[config.mk]
export PLATFORM = sky130hd
export DESIGN_NAME = seq_gen_sched_flat
export DESIGN_NICKNAME = d
export VERILOG_FILES = /design/src/rtl/seq_gen_sched_if.sv /design/src/rtl/seq_gen_sched.sv /design/src/flat_wrapper.sv
export SDC_FILE = /design/constraint.sdc
export NUM_CORES = 1
export LEC_CHECK = 0
export BUFFER_PORTS_ARGS = -buffer_cell sky130_fd_sc_hd__buf_4
export CAP_MARGIN = 10
export CORE_UTILIZATION = 49
export CTS_CLUSTER_SIZE = 16
export DETAILED_ROUTE_END_ITERATION = 6
export GPL_TIMING_DRIVEN = 0
export PLACE_DENSITY_LB_ADDON = 0.25
export SETUP_SLACK_MARGIN = 0.1
export SLEW_MARGIN = 30
export SYNTH_ARGS = -nofsm -noshare
export SYNTH_HDL_FRONTEND = slang
export SYNTH_SLANG_ARGS = --single-unit
[constraint.sdc]
create_clock -name clk -period 2.6 [get_ports clk]
set_clock_uncertainty 0.1 [all_clocks]
set_input_delay 0.13 -clock clk [delete_from_list [all_inputs] [get_ports clk]]
set_output_delay 0.13 -clock clk [all_outputs]
set_load 0.1 [all_outputs]
[src/rtl/seq_gen_sched_if.sv]
// seq_gen_sched_if: request, pause and jump inputs plus generator control and grant status
interface seq_gen_sched_if;
    logic [3:0] req, hold, jump, grant;
    logic [1:0] owner;
    logic seq_terminal, gen_restart, gen_pause, gen_goto_third, busy, done, timeout;
    modport master (
        output req, hold, jump, seq_terminal,
        input  grant, owner, gen_restart, gen_pause, gen_goto_third, busy, done, timeout
    );
    modport slave (
        input  req, hold, jump, seq_terminal,
        output grant, owner, gen_restart, gen_pause, gen_goto_third, busy, done, timeout
    );
endinterface

[src/rtl/seq_gen_sched.sv]
// seq_gen_sched: round-robin owner of a shared sequence generator; hold timeout under SEQ_SCHED_TIMEOUT_EN
module seq_gen_sched #(
    parameter int BURST_LEN  = 5,
    parameter int HOLD_LIMIT = 15
) (
    input logic clk,
    input logic reset,
    seq_gen_sched_if.slave bus
);
    typedef enum logic [1:0] {IDLE, RUN, RELEASE} state_t;
    state_t state_q, state_d;
    logic [1:0] owner_q, owner_d, last_q, last_d, win;
    logic [3:0] step_q, step_d;
    logic own_hold, tmo;
    assign own_hold = bus.hold[owner_q];
`ifdef SEQ_SCHED_TIMEOUT_EN
    logic [3:0] hold_q, hold_d;
    logic timeout_q, timeout_d;
    assign tmo = state_q == RUN && own_hold && hold_q == 4'(HOLD_LIMIT - 1);
    // consecutive paused cycles; timeout only counts when no abort outranks it
    always_comb begin
        hold_d = (state_q == RUN && own_hold) ? hold_q + 4'd1 : 4'd0;
        timeout_d = tmo && bus.req[owner_q];
    end
    // hold counter and timeout flag registers
    always_ff @(posedge clk) begin
        hold_q <= reset ? 4'd0 : hold_d;
        timeout_q <= reset ? 1'b0 : timeout_d;
    end
    assign bus.timeout = timeout_q;
`else
    assign tmo = 1'b0;
    assign bus.timeout = 1'b0;
`endif
    // first requester at or after last owner + 1, wrapping
    always_comb begin
        win = last_q + 2'd1;
        for (int i = 3; i >= 0; i--)
            if (bus.req[last_q + 2'(i + 1)]) win = last_q + 2'(i + 1);
    end
    // next state, owner bookkeeping and unpaused step count
    always_comb begin
        state_d = state_q;
        owner_d = owner_q;
        last_d = last_q;
        step_d = state_q == RUN ? step_q + {3'd0, ~own_hold} : 4'd0;
        case (state_q)
            IDLE: if (|bus.req) begin
                state_d = RUN;
                owner_d = win;
            end
            RUN: if (!bus.req[owner_q] || tmo ||
                     (!own_hold && (bus.seq_terminal || step_q == 4'(BURST_LEN - 1))))
                state_d = RELEASE;
            RELEASE: begin
                state_d = IDLE;
                last_d = owner_q;
            end
            default: state_d = IDLE;
        endcase
    end
    // state registers; reset outranks everything, so no done follows a mid-RUN reset
    always_ff @(posedge clk) begin
        if (reset) begin
            state_q <= IDLE;
            owner_q <= 2'd0;
            last_q <= 2'd3;
            step_q <= 4'd0;
        end else begin
            state_q <= state_d;
            owner_q <= owner_d;
            last_q <= last_d;
            step_q <= step_d;
        end
    end
    assign bus.busy = state_q == RUN;
    assign bus.done = state_q == RELEASE;
    assign bus.grant = bus.busy ? 4'b0001 << owner_q : 4'b0000;
    assign bus.owner = owner_q;
    assign bus.gen_restart = !bus.busy;
    assign bus.gen_pause = bus.busy && own_hold;
    assign bus.gen_goto_third = bus.busy && bus.jump[owner_q] && !own_hold;
endmodule

[src/flat_wrapper.sv]
// flat-port wrapper written by rule: the top's interface ports become plain ports
module seq_gen_sched_flat 
#(
    parameter int BURST_LEN  = 5,
    parameter int HOLD_LIMIT = 15
)
  (clk, reset, bus_req, bus_hold, bus_jump, bus_seq_terminal, bus_grant, bus_owner, bus_gen_restart, bus_gen_pause, bus_gen_goto_third, bus_busy, bus_done, bus_timeout);
  seq_gen_sched_if bus_i ();
  input logic clk;
  input logic reset;
  input wire logic [$bits(bus_i.req)-1:0] bus_req;
  input wire logic [$bits(bus_i.hold)-1:0] bus_hold;
  input wire logic [$bits(bus_i.jump)-1:0] bus_jump;
  input wire logic [$bits(bus_i.seq_terminal)-1:0] bus_seq_terminal;
  output wire logic [$bits(bus_i.grant)-1:0] bus_grant;
  output wire logic [$bits(bus_i.owner)-1:0] bus_owner;
  output wire logic [$bits(bus_i.gen_restart)-1:0] bus_gen_restart;
  output wire logic [$bits(bus_i.gen_pause)-1:0] bus_gen_pause;
  output wire logic [$bits(bus_i.gen_goto_third)-1:0] bus_gen_goto_third;
  output wire logic [$bits(bus_i.busy)-1:0] bus_busy;
  output wire logic [$bits(bus_i.done)-1:0] bus_done;
  output wire logic [$bits(bus_i.timeout)-1:0] bus_timeout;
  assign bus_i.req = bus_req;
  assign bus_i.hold = bus_hold;
  assign bus_i.jump = bus_jump;
  assign bus_i.seq_terminal = bus_seq_terminal;
  assign bus_grant = bus_i.grant;
  assign bus_owner = bus_i.owner;
  assign bus_gen_restart = bus_i.gen_restart;
  assign bus_gen_pause = bus_i.gen_pause;
  assign bus_gen_goto_third = bus_i.gen_goto_third;
  assign bus_busy = bus_i.busy;
  assign bus_done = bus_i.done;
  assign bus_timeout = bus_i.timeout;
  seq_gen_sched #(.BURST_LEN(BURST_LEN), .HOLD_LIMIT(HOLD_LIMIT)) u_core (.clk(clk), .reset(reset), .bus(bus_i));
endmodule
==> parameters.txt <==
Parameter                              Value

Die
  Floorplan die area ... between 0.001 and 0.0015 mm^2
  DIE WIDTH ... 38.3 um
  Count of boundary I/O pins ... 27
  Core region area ... 0.00117 mm^2
  Initial standard-cell utilization of the core ... between 50% and 60%
  Num rows ... 12
  Chip height ... around 38 um

Synthesis
  Share of the yosys chip area belonging to registers ... between 30% and 40%
  Number of synthesized flops with an enable pin ... 0
  Post-Syn Nets ... 87
  Yosys synthesis warning count ... 0
  Number of synthesized register bits ... 10
  Count of unique library cells instantiated by Yosys ... 30
  Async set-reset flop share out of synthesis ... 0%
  Post-synth design cell area ... between 600 and 700 um^2
  Most used flip-flop cell after synthesis ... sky130_fd_sc_hd__dfxtp_1
  Instance count of the mapped netlist ... 70
  Syn avg cell area ... slightly above 9 um^2

Clocking
  Buffers inserted during post-CTS setup optimization ... 0
  Clock network latency to the later pin of the worst-skew pair ... between 200 and 300 ps
  Clock-pin slew of the registers on the worst-case setup and hold paths ... around 70 ps
  Clock tree from TritonCTS ... done
  Clock buffers created by TritonCTS ... 3
  Clock sinks ... 10
  CTS max path bufs ... 2
  Count of cells resized by post-cts repair ... 0
  Clock root buffer ... sky130_fd_sc_hd__clkbuf_4
  Level count of the clock H-tree ... 1
  Count of hold-fix buffers inserted at cts ... 1

Drt
  Total met2 wirelength after detailed routing ... ~810 um
  Routed length per instance ... roughly 13 um
  Total length of routed met3 wires ... around 43 um
  Post-route antenna net violation count ... 0
  Remaining design rule violation count ... 0
  DRC violation total after the first TritonRoute iteration ... 6
  Via count ... around 630
  Routed wire length ... between 1000 and 1500 um
  Uppermost routed layer ... met4
  Met1 wire length ... about 630 um
  First drt pass iteration count ... 4
  Vias per std cell ... between 5 and 6

Setup path
  Family of cells with the greatest summed delay on the critical path ... multiplexers
  Critical Path Start Type ... flip-flop
  Endpoint arrival time on the critical path ... 1880 ps
  Worst reg2reg endpoint ... u_core.step_q[1]$_SDFF_PP0_
  Max Fanout on Critical Path ... 7
  Critical path class ... reg -> out
  Worst endpoint required time ... ~2400 ps
  Highest-delay cell along the critical path ... sky130_fd_sc_hd__mux4_2
  Largest incremental delay on the critical path ... 540 ps
  Cell breakdown of the critical path ... mux4_2 -> inv_1 -> and3_2 -> buf_4
  Critical Path End Type ... output pin
  Number of buffers and inverters on the critical path ... 2
  Internal reg-to-reg setup slack ... between 600 and 700 ps
  Worst reg2reg path depth ... 5
  Beginning of the worst register-to-register path ... u_core.bus.owner[0]$_SDFFE_PP0P_

Timing
  Setup-violating endpoint count in the final report ... 0
  Unrepaired setup endpoints after global routing ... false
  Setup total negative slack ... 0 ps
  Fin Hold WS ... approximately 77 ps
  Max-slew violation total from the final report ... 0
  Final min period ... roughly 2100 ps
  Final count of hold timing violations ... 0
  Max Clock Freq ... roughly 470 MHz
  Post-route fraction of the period consumed by the critical path ... between 80% and 90%

GRT
  Pin count of the biggest net entering global routing ... 9
  Number of global-route vias before repair ... about 560
  First-pass GRT wire length ... between 2000 and 2500 um
  Antenna violations before repair ... 0
  Total global routing track utilization ... about a quarter
  Gr ovfl total ... 0

Finish
  Fraction of final layout cells sized beyond drive strength 1 ... between 40% and 50%
  Number of inserted filler cells in the final layout ... between 70 and 80
  Final Net Count ... between 100 and 150
  Area growth from synthesis to layout ... 47.2%
  Inserted Diodes ... 0

Power
  Static leakage ... between 0.4 and 0.5 nW
  Peak ir drop on the vdd network ... roughly 0.00056 V
  Power per cell area ... ~650 mW/mm^2
  Sum of internal, switching and leakage power ... between 0.6 and 0.7 mW

Run
  Max-cap violation count ... 0

Hold path
  Worst Hold Launch ... bus_seq_terminal
  Worst Hold Class ... in -> reg
  Hold Path Cell Cnt ... 3
  End of the worst hold path ... u_core.state_q[1]$_SDFFE_PP0P_

Placement
  Last weighted congestion value of the routability-driven placer ... between 0.7 and 0.8
  PortBufs ... 25
  HPWL after DPL ... roughly 1200 um

Outcome
  Result of the run ... finished clean
tightest hold or removal path: stages:
cell and delay, ps:
sky130_fd_sc_hd__buf_4 90, sky130_fd_sc_hd__o21bai_4 70, sky130_fd_sc_hd__a21oi_1 120
cell families after synthesis:
family                   Yosys count  share of synthesized area [%]
AO/OA/AOI/OAI                     14                           17.7
multiplexers                       4                           13.2
buffers and inverters              8                           5.44
adder cells (fa/ha/maj)            2                           3.88
XOR/XNOR                           2                           2.72
AND/OR/NAND/NOR                   29                           25.4
flip-flops                        10                           31.1
other                              1                          0.582
metal layers:
layer | global-route usage [%] | vias to the layer above
met2 | 46.2 | 14
met1 | 25.7 | 302
met4 | 8.04 | 0
met5 | 0 | -
met3 | 6.98 | 2
li1 | - | 315
layout make-up:
cell class | count | area (um^2) | share of cell area (%)
multi-input combinational | 52 | 458 | 48.3
buffer | 2 | 12.5 | 1.32
timing repair buffer | 26 | 198 | 20.8
tap | 14 | 17.5 | 1.85
clock buffer | 4 | 36.3 | 3.83
sequential | 10 | 201 | 21.2
inverter | 6 | 25.0 | 2.64
cells in the final DEF, fill, tap and decap left out, types with 2 or more instances in the layout:
| cell | Yosys | layout |
|---|---|---|
| sky130_fd_sc_hd__a221oi_1 | 2 | 2 |
| sky130_fd_sc_hd__and3_1 | 3 | 2 |
| sky130_fd_sc_hd__buf_4 | 1 | 26 |
| sky130_fd_sc_hd__clkbuf_4 | 0 | 3 |
| sky130_fd_sc_hd__dfxtp_1 | 10 | 9 |
| sky130_fd_sc_hd__ha_1 | 2 | 2 |
| sky130_fd_sc_hd__inv_1 | 5 | 5 |
| sky130_fd_sc_hd__mux4_1 | 2 | 2 |
| sky130_fd_sc_hd__nand2_1 | 4 | 4 |
| sky130_fd_sc_hd__nand2b_1 | 5 | 4 |
| sky130_fd_sc_hd__nand3_1 | 3 | 3 |
| sky130_fd_sc_hd__nor2_1 | 8 | 5 |
| sky130_fd_sc_hd__nor2_4 | 0 | 3 |
| sky130_fd_sc_hd__nor3_1 | 4 | 2 |
| sky130_fd_sc_hd__nor3_4 | 0 | 2 |
| sky130_fd_sc_hd__o211ai_1 | 2 | 2 |
| sky130_fd_sc_hd__o21ai_0 | 2 | 2 |
| sky130_fd_sc_hd__o21bai_1 | 2 | 2 |
cells in the mapped netlist, types with 2 or more instances:
library cell	count	area, um^2
sky130_fd_sc_hd__a221oi_1	2	17.5
sky130_fd_sc_hd__nor2_1	8	30.0
sky130_fd_sc_hd__ha_1	2	25.0
sky130_fd_sc_hd__dfxtp_1	10	200
sky130_fd_sc_hd__o21ai_0	2	10.0
sky130_fd_sc_hd__o211ai_1	2	15.0
sky130_fd_sc_hd__mux4_1	2	52.6
sky130_fd_sc_hd__nor3_1	4	20.0
sky130_fd_sc_hd__and3_1	3	18.8
sky130_fd_sc_hd__nand2b_1	5	31.3
sky130_fd_sc_hd__nand2_1	4	15.0
sky130_fd_sc_hd__nand3_1	3	15.0
sky130_fd_sc_hd__o21bai_1	2	15.0
sky130_fd_sc_hd__inv_1	5	18.8
stage by stage:
stage / setup WS (ps) / cell area, um^2 / util, % / std cells
2_1_floorplan: 106 / 697 / - / 70
3_3_place_gp: 697 / 902 / 77.0 / 109
3_5_place_dp: 692 / 902 / 77.0 / 109
4_1_cts: 486 / 948 / 81.0 / 114
5_1_grt: 428 / 948 / 81.0 / 114
6_report: 491 / 948 / 81.0 / 114
worst max path at each step:
stage,start,depth (start not counted),to
floorplan,u_core.bus.owner[1]$_SDFFE_PP0P_,4,bus_gen_goto_third
global placement,u_core.bus.owner[0]$_SDFFE_PP0P_,5,u_core.step_q[1]$_SDFF_PP0_
detailed placement,u_core.bus.owner[0]$_SDFFE_PP0P_,5,u_core.step_q[1]$_SDFF_PP0_
CTS,u_core.bus.owner[0]$_SDFFE_PP0P_,4,bus_gen_goto_third
global route,u_core.bus.owner[0]$_SDFFE_PP0P_,4,bus_gen_goto_third
finish,u_core.bus.owner[0]$_SDFFE_PP0P_,4,bus_gen_goto_third
report_power, final:
group          internal (mW)  switching, mW
Combinational         0.0841          0.205
Clock                 0.0852         0.0559
Sequential             0.165         0.0184
flip-flops by register name, summed over array words and instances, names as in the netlist:
| signal | cells |
|---|---|
| u_core.last_q | 2 |
| u_core.state_q | 2 |
| u_core.step_q | 4 |
| u_core.bus.owner | 2 |
Note: power is estimated with default switching activity, not from simulation.
